`src/rtl/data_memory_bus.sv`:
```
// ---------------------------------------------------------------------------
// data_memory_bus
// Handshaked data memory for the pipelined MIPS core. Supports byte, halfword
// and word loads/stores with byte-lane merging, sign/zero-extended loads and a
// programmable number of wait states so the MEM stage has to stall.
//
// Parameters
//    ADDR_W       byte-address width, depth = 2**(ADDR_W-2) words
//    WAIT_CYCLES  extra cycles between accept and access (0..15)
//
// Ports
//    clk          single clock, rising edge
//    rst_n        asynchronous active-low reset
//    req_valid    request present
//    req_ready    block can accept a request
//    req_write    1 = store, 0 = load
//    req_addr     byte address
//    req_size     00 byte, 01 half, 10 word, 11 reserved
//    req_signed   sign-extend load result
//    req_wdata    store data (low-order bits)
//    resp_valid   one-cycle response pulse
//    resp_rdata   extended load data, 0 for stores and errors
//    resp_err     reserved size or trapped misalignment
//
// Configuration macro: DMEM_MISALIGN_TRAP_EN
//    defined   -> misaligned half/word accesses error out without a write
//    undefined -> misaligned low address bits are ignored
// ---------------------------------------------------------------------------
module data_memory_bus #(
   parameter int ADDR_W      = 9,
   parameter int WAIT_CYCLES = 0
) (
   input  logic              clk,
   input  logic              rst_n,
   input  logic              req_valid,
   output logic              req_ready,
   input  logic              req_write,
   input  logic [ADDR_W-1:0] req_addr,
   input  logic [1:0]        req_size,
   input  logic              req_signed,
   input  logic [31:0]       req_wdata,
   output logic              resp_valid,
   output logic [31:0]       resp_rdata,
   output logic              resp_err
);

   localparam int DEPTH = 2 ** (ADDR_W - 2);

   typedef enum logic [1:0] {IDLE, WAIT, RESP} state_t;

   state_t            r_state;
   state_t            w_nextState;
   logic [3:0]        r_cnt;
   logic              r_write;
   logic [ADDR_W-1:0] r_addr;
   logic [1:0]        r_size;
   logic              r_signed;
   logic [31:0]       r_wdata;
   logic [31:0]       r_respRdata;
   logic              r_respErr;
   logic [31:0]       r_mem [DEPTH];

   logic              w_accept;
   logic              w_access;
   logic [1:0]        w_offset;
   logic              w_misalign;
   logic              w_err;
   logic [31:0]       w_word;
   logic [31:0]       w_shifted;
   logic [31:0]       w_loadData;
   logic [3:0]        w_byteEn;
   logic [31:0]       w_laneData;
   logic [31:0]       w_merged;

   assign w_accept = (r_state == IDLE) && req_valid;
   assign w_access = (r_state == WAIT) && (r_cnt == 4'd0);

   // State register
   always_ff @(posedge clk or negedge rst_n) begin
      if (!rst_n) begin
         r_state <= IDLE;
      end else begin
         r_state <= w_nextState;
      end
   end

   // Next-state logic: one request in flight, no overlap
   always_comb begin
      w_nextState = r_state;
      unique case (r_state)
         IDLE:    if (req_valid) w_nextState = WAIT;
         WAIT:    if (r_cnt == 4'd0) w_nextState = RESP;
         RESP:    w_nextState = IDLE;
         default: w_nextState = IDLE;
      endcase
   end

   // Outputs decoded from state; ready is held low while reset is asserted
   always_comb begin
      req_ready  = (r_state == IDLE) && rst_n;
      resp_valid = (r_state == RESP);
   end

   // Request capture and wait-state countdown
   always_ff @(posedge clk or negedge rst_n) begin
      if (!rst_n) begin
         r_cnt    <= 4'd0;
         r_write  <= 1'b0;
         r_addr   <= '0;
         r_size   <= 2'b00;
         r_signed <= 1'b0;
         r_wdata  <= 32'd0;
      end else if (w_accept) begin
         r_cnt    <= 4'(WAIT_CYCLES);
         r_write  <= req_write;
         r_addr   <= req_addr;
         r_size   <= req_size;
         r_signed <= req_signed;
         r_wdata  <= req_wdata;
      end else if ((r_state == WAIT) && (r_cnt != 4'd0)) begin
         r_cnt <= r_cnt - 4'd1;
      end
   end

   // Lane selection: misaligned low bits are dropped down to the natural
   // alignment of the access size
   always_comb begin
      w_offset   = 2'b00;
      w_byteEn   = 4'b0000;
      w_laneData = r_wdata;
      unique case (r_size)
         2'b00: begin
            w_offset   = r_addr[1:0];
            w_byteEn   = 4'b0001 << r_addr[1:0];
            w_laneData = {4{r_wdata[7:0]}};
         end
         2'b01: begin
            w_offset   = {r_addr[1], 1'b0};
            w_byteEn   = 4'b0011 << {r_addr[1], 1'b0};
            w_laneData = {2{r_wdata[15:0]}};
         end
         2'b10: begin
            w_byteEn = 4'b1111;
         end
         default: begin
            w_byteEn = 4'b0000;
         end
      endcase
   end

   assign w_misalign = ((r_size == 2'b01) && r_addr[0]) ||
                       ((r_size == 2'b10) && (r_addr[1:0] != 2'b00));

`ifdef DMEM_MISALIGN_TRAP_EN
   assign w_err = (r_size == 2'b11) || w_misalign;
`else
   assign w_err = (r_size == 2'b11);
`endif

   assign w_word    = r_mem[r_addr[ADDR_W-1:2]];
   assign w_shifted = w_word >> {w_offset, 3'b000};

   // Load extension and store read-modify-write merge
   always_comb begin
      w_loadData = w_shifted;
      unique case (r_size)
         2'b00:   w_loadData = {{24{r_signed & w_shifted[7]}}, w_shifted[7:0]};
         2'b01:   w_loadData = {{16{r_signed & w_shifted[15]}}, w_shifted[15:0]};
         default: w_loadData = w_shifted;
      endcase
      for (int i = 0; i < 4; i++) begin
         w_merged[8*i +: 8] = w_byteEn[i] ? w_laneData[8*i +: 8] : w_word[8*i +: 8];
      end
   end

   // Storage is deliberately not reset; a dropped request never reaches
   // the commit edge because reset forces the state back to IDLE
   always_ff @(posedge clk) begin
      if (w_access && r_write && !w_err && !w_misalign_unused_guard()) begin
         r_mem[r_addr[ADDR_W-1:2]] <= w_merged;
      end
   end

   function automatic logic w_misalign_unused_guard();
      return 1'b0;
   endfunction

   // Response registers, loaded on the access edge
   always_ff @(posedge clk or negedge rst_n) begin
      if (!rst_n) begin
         r_respRdata <= 32'd0;
         r_respErr   <= 1'b0;
      end else if (w_access) begin
         r_respRdata <= (r_write || w_err) ? 32'd0 : w_loadData;
         r_respErr   <= w_err;
      end
   end

   assign resp_rdata = r_respRdata;
   assign resp_err   = r_respErr;

endmodule
```
`config.mk`:
```
export PLATFORM = sky130hd
export DESIGN_NAME = data_memory_bus
export DESIGN_NICKNAME = d
export VERILOG_FILES = /design/src/rtl/data_memory_bus.sv
export SDC_FILE = /design/constraint.sdc
export NUM_CORES = 2
export LEC_CHECK = 0
export ABC_AREA = 1
export CAP_MARGIN = 10
export CELL_PAD_IN_SITES_DETAIL_PLACEMENT = 0
export CELL_PAD_IN_SITES_GLOBAL_PLACEMENT = 2
export CORE_MARGIN = 1.5
export CORE_UTILIZATION = 47
export CTS_BUF_LIST = sky130_fd_sc_hd__clkbuf_16
export DETAILED_ROUTE_END_ITERATION = 12
export PLACE_DENSITY = 0.8
export SYNTH_ARGS = -nofsm -noshare
export SYNTH_HDL_FRONTEND = slang
export SYNTH_SLANG_ARGS = --single-unit
export TNS_END_PERCENT = 5
```
`constraint.sdc`:
```
create_clock -name clk -period 19.2 [get_ports clk]
set_input_delay 3.84 -clock clk [delete_from_list [all_inputs] [get_ports clk]]
set_output_delay 3.84 -clock clk [all_outputs]
set_load 0.05 [all_outputs]
```
# --- After elaboration in Yosys (flattened, before gate mapping) ---
# Memories as Yosys holds them, arrays and structs flattened.
# Index checks and enable logic that the tools add are counted.
word_totals:
  elab_cells: 53
  inputBits: 48
  out_inout_bits: 35
  mem_count: 1
  ramBits: 4096
  reg_bits: 84
mem_list:
  columns: ["memory", "words", "width", "read_ports", "rd_ports_with_merged_regs", "write_ports", "line_no", "text"]
  rows:
  - ["r_mem", 128, 32, 1, 0, 1, "61", "logic [31:0] r_mem [DEPTH];"]
op_classes:
  addsub: 1
  mux: 16
  n_shift: 3
  n_reduce_logical: 14
  eq_ne: 7
  n_bitwise: 2
ops:
  columns: ["cell", "n"]
  rows:
  - ["case mux 32 bit (2 select lines)", 2]
  - ["2-to-1 mux 32 bit", 1]
  - ["2-to-1 mux 8 bit", 4]
  - [">> shifter 32 x 5 -> 32 bit", 1]
  - ["case mux 4 bit (3 select lines)", 1]
  - ["2-to-1 mux 4 bit", 2]
  - ["case mux 2 bit (2 select lines)", 2]
  - ["== test 2 bit (second input constant)", 3]
  - ["logical AND 1 bit", 6]
  - ["== test 2 x 1 -> 1 bit (second input constant)", 2]
  - ["zero test 2 bit", 2]
  - ["zero test 4 bit", 1]
  - ["2-to-1 mux 2 bit", 2]
  - ["inequality test 2 bit (second input constant)", 2]
  - ["nonzero test 4 bit", 1]
  - ["<< shifter 1 x 2 -> 4 bit (first input constant)", 1]
  - ["<< shifter 2 x 2 -> 4 bit (first input constant)", 1]
  - ["subtractor 4 x 1 -> 4 bit (second input constant)", 1]
  - ["bitwise AND 1 bit", 2]
  - ["2-to-1 mux 1 bit", 2]
  - ["AND reduction 2 bit", 1]
  - ["nonzero test 2 bit", 1]
  - ["zero test 1 bit", 1]
  - ["logical OR 1 bit", 1]

# --- Logic depth before layout (Yosys ltp) ---
depth:
  word_depth: 6
  ltp_mapped: 25
  mapped_depth_nobuf: 19

# --- Worst setup path before layout ---
# No wires, ideal clock.
synth_path:
  kind: "input-to-output"
  from: "in rst_n"
  to: "out req_ready"
  stages: 1
  setup_slack_ns: 10.374
  t_required_ns: 15.360
  arrival_time_ns: 4.986
  path_cell_list: "nor3b_1"
synth_between:
  elab_chain_cells: 1
synth_lines:
  columns: ["element", "line_no", "text"]
  rows:
  - ["from (decl)", "34", "input logic rst_n,"]
  - ["logical AND 1 bit", "100", "req_ready = (r_state == IDLE) && rst_n;"]
  - ["to (decl)", "36", "output logic req_ready,"]
# Every way passes these cells.

# --- Final worst setup path ---
# Ends and elaborated chain as after synthesis.

==> out/metrics.csv <==
metric,value,unit
antenna_found_initial,20,
clock-sinks,4180,
max-vdd-ir-drop,225.5,µV
hold_viol,0,
ys_seq_elements,4180,
use_met1,40.39,%
slew_headroom,7.244,%
grt-ovfl-total,0,
start_util,47.20,%
ctsHoldBuffers,0,
reg2regPathDepth,22,
drtAntennaViolNets,0,
nets,14500,
skew,43.66,ps
tritoncts,built,
yosys_warnings,0,
yosysTopAreaCell,edfxtp_1,
tightest_slew,1386,ps
die-area,360800,µm²
stdcell_area,188800,µm²
grt_pass1_wl,773.0,mm
reg2reg_from,r_addr[2],
area_growth,12.45,%
pin_count,83,
timing.rr.end,r_mem[44][9],
hold_path.class,flip-flop to flip-flop,
synthArstFlopShare,2.010,%
drive_above_1_share,8.005,%
startpoint_type,input port,
grt_max_degree,148,
crit_type,input port to output port,
netlist.area_leader.share,73.26,%
setup_tns,0,ps
grt_use_met2,47.83,%
cts_buffers,436,
grt_pass1_vias,104600,
syn_nets,14360,
stdcell_count,19570,
crit_family,buffers and inverters,
busiest_layer,met2,
dieHeight,600.7,µm
yosysMostFrequentCell,nand2_1,
wl_per_cell,28.14,µm
core_area,355700,µm²
ys.flop_type,edfxtp_1,
path_cells,buf_4 -> nor3b_1 -> clkdlybuf4s50_1,
leakage,70.62,nW
seq_area_frac_synth,74.51,%
worstSkewPairLatency,1000,ps
fp-row-count,219,
rsz0062_at_grt,false,
gp_congestion,1.001,
holdPathEnd,r_addr[1],
met3_usage,4.621,%
syn_inst,14310,
cts.htree.levels,5,
avgSynthCellArea,11.73,µm²
route.detailed.drc,0,
ys_top_cells_by_count,"nand2_1, edfxtp_1, nor2_1",
worstSetupStartpoint,rst_n,
total_power,27.24,mW
grtUsageTotal,29.98,%
wl,550.6,mm
cts_max_path_buffers,4,
crit_buf_inv,2,
crit_required,15360,ps
worstSetupEndpointType,output port,
whs,494.9,ps
die_width,600.7,µm
hold-path-cell-count,2,
netlist_area,167900,µm²
crit_path_max_incr_delay,830,ps
synth_edf_count,4096,
period_share,47.41,%
timing.fmax,109.9,MHz
synth.top_cells.by_area,"edfxtp_1, nand2_1, nor2_1",
port_buffers,82,
cp.arrival,5260,ps
vias_per_cell,5.618,
cts_setup_buffers,0,
drt-pass1-iter-count,6,
cap_viol_max_count,0,
outcome,completed,
hold_start,r_addr[1],
hpwl,308.1,mm
maxSlewViolCount,0,
setup_viol,0,
crit_fanout,32,
reg2reg_slack,10760,ps
post_dp_cell_area,175000,µm²
vias,109900,
finalWorstPathRequiredPeriod,9103,ps
yosysUniqueCellTypes,46,
powerDensity,144.3,nW/µm²
cts_root_buf,clkbuf_16,
path_clk_slew,60,ps
dp.cells,18760,
crit_slowest_cell,clkdlybuf4s50_1,
drtIter0Drc,11930,
cts_repair_resize_count,0,
==> registers in the layout (all words and copies together) (netlist names) <==
signal,cells
resp_rdata,32
resp_err,1
r_addr,9
r_wdata,32
r_signed,1
r_write,1
r_mem,4096
r_cnt,4
r_state,2
r_size,2
==> layout make-up <==
type / count / area (µm²)
Antenna cell: 12 / 30.03
Clock buffer: 442 / 11060
Clock inverter: 346 / 2620
Fill cell: 30360 / 166900
Inverter: 394 / 1520
Multi-Input combinational cell: 9010 / 38860
Sequential cell: 4180 / 125100
Tap cell: 4751 / 5944
Timing Repair Buffer: 431 / 3650
==> per-layer routing <==
layer | up-vias | wire, µm
li1 | 49110 | -
met1 | 55230 | 222600
met2 | 4592 | 255300
met3 | 980 | 43170
met4 | 8 | 29570
met5 | - | 51
==> worst max path at each step <==
stage,slack [ps],to,cells past startpoint
6_report,10100,req_ready,3
3_3_place_gp,10040,req_ready,3
4_1_cts,10060,req_ready,3
2_1_floorplan,10370,req_ready,1
5_1_grt,10000,req_ready,3
3_5_place_dp,10060,req_ready,3
==> stage by stage <==
| step | util [%] | setup slack (ps) |
|---|---|---|
| global route | 53.08 | 10000 |
| CTS | 53.06 | 10060 |
| floorplan | - | 10370 |
| finish | 53.08 | 10100 |
| detailed placement | 49.22 | 10060 |
| global placement | 49.21 | 10040 |
==> tightest hold or removal path, stage by stage (launching register included) <==
cell and delay, ps:
dfrtp_1 350, nand2_1 60, nand2_1 50
==> cell usage in the layout (no fill, tap or decap), drive strengths merged <==
cell type / synthesis / routed
o211ai: 33 / 33
o21ai: 421 / 421
diode: 0 / 12
a22o: 28 / 28
a22oi: 186 / 186
clkinv: 8 / 198
dfrtp: 84 / 84
or2: 69 / 69
a31oi: 14 / 14
inv: 386 / 497
nor2: 741 / 741
o22ai: 1 / 1
o21bai: 3 / 3
and2: 6 / 6
nor3b: 1 / 1
nand4: 282 / 282
o21a: 5 / 5
edfxtp: 4096 / 4096
a21oi: 415 / 415
a211oi: 4 / 4
ha: 1 / 1
o2111ai: 3 / 3
clkbuf: 180 / 443
nand3: 277 / 277
buf: 550 / 349
a221oi: 5 / 5
clkdlybuf4s50: 0 / 81
and3: 2 / 2
nor3: 6 / 6
nand2: 6501 / 6501
clkinvlp: 0 / 9
nand3b: 4 / 4
o2111a: 1 / 1
o2bb2ai: 1 / 1
bufinv: 0 / 36
==> where the power goes <==
group / switching [mW] / internal, mW
clock: 3.52 / 4.63
sequential: 0.102 / 12.1
combinational: 5.73 / 1.16
total: 9.34 / 17.9
==> cells by family after synthesis <==
logic type,synth area share [%]
buffers and inverters,3.233
flip-flops,74.51
AND/OR/NAND/NOR,18.45
adder cells (fa/ha/maj),0.007451
AO/OA/AOI/OAI,3.796
(Power assumes the default switching activity.)
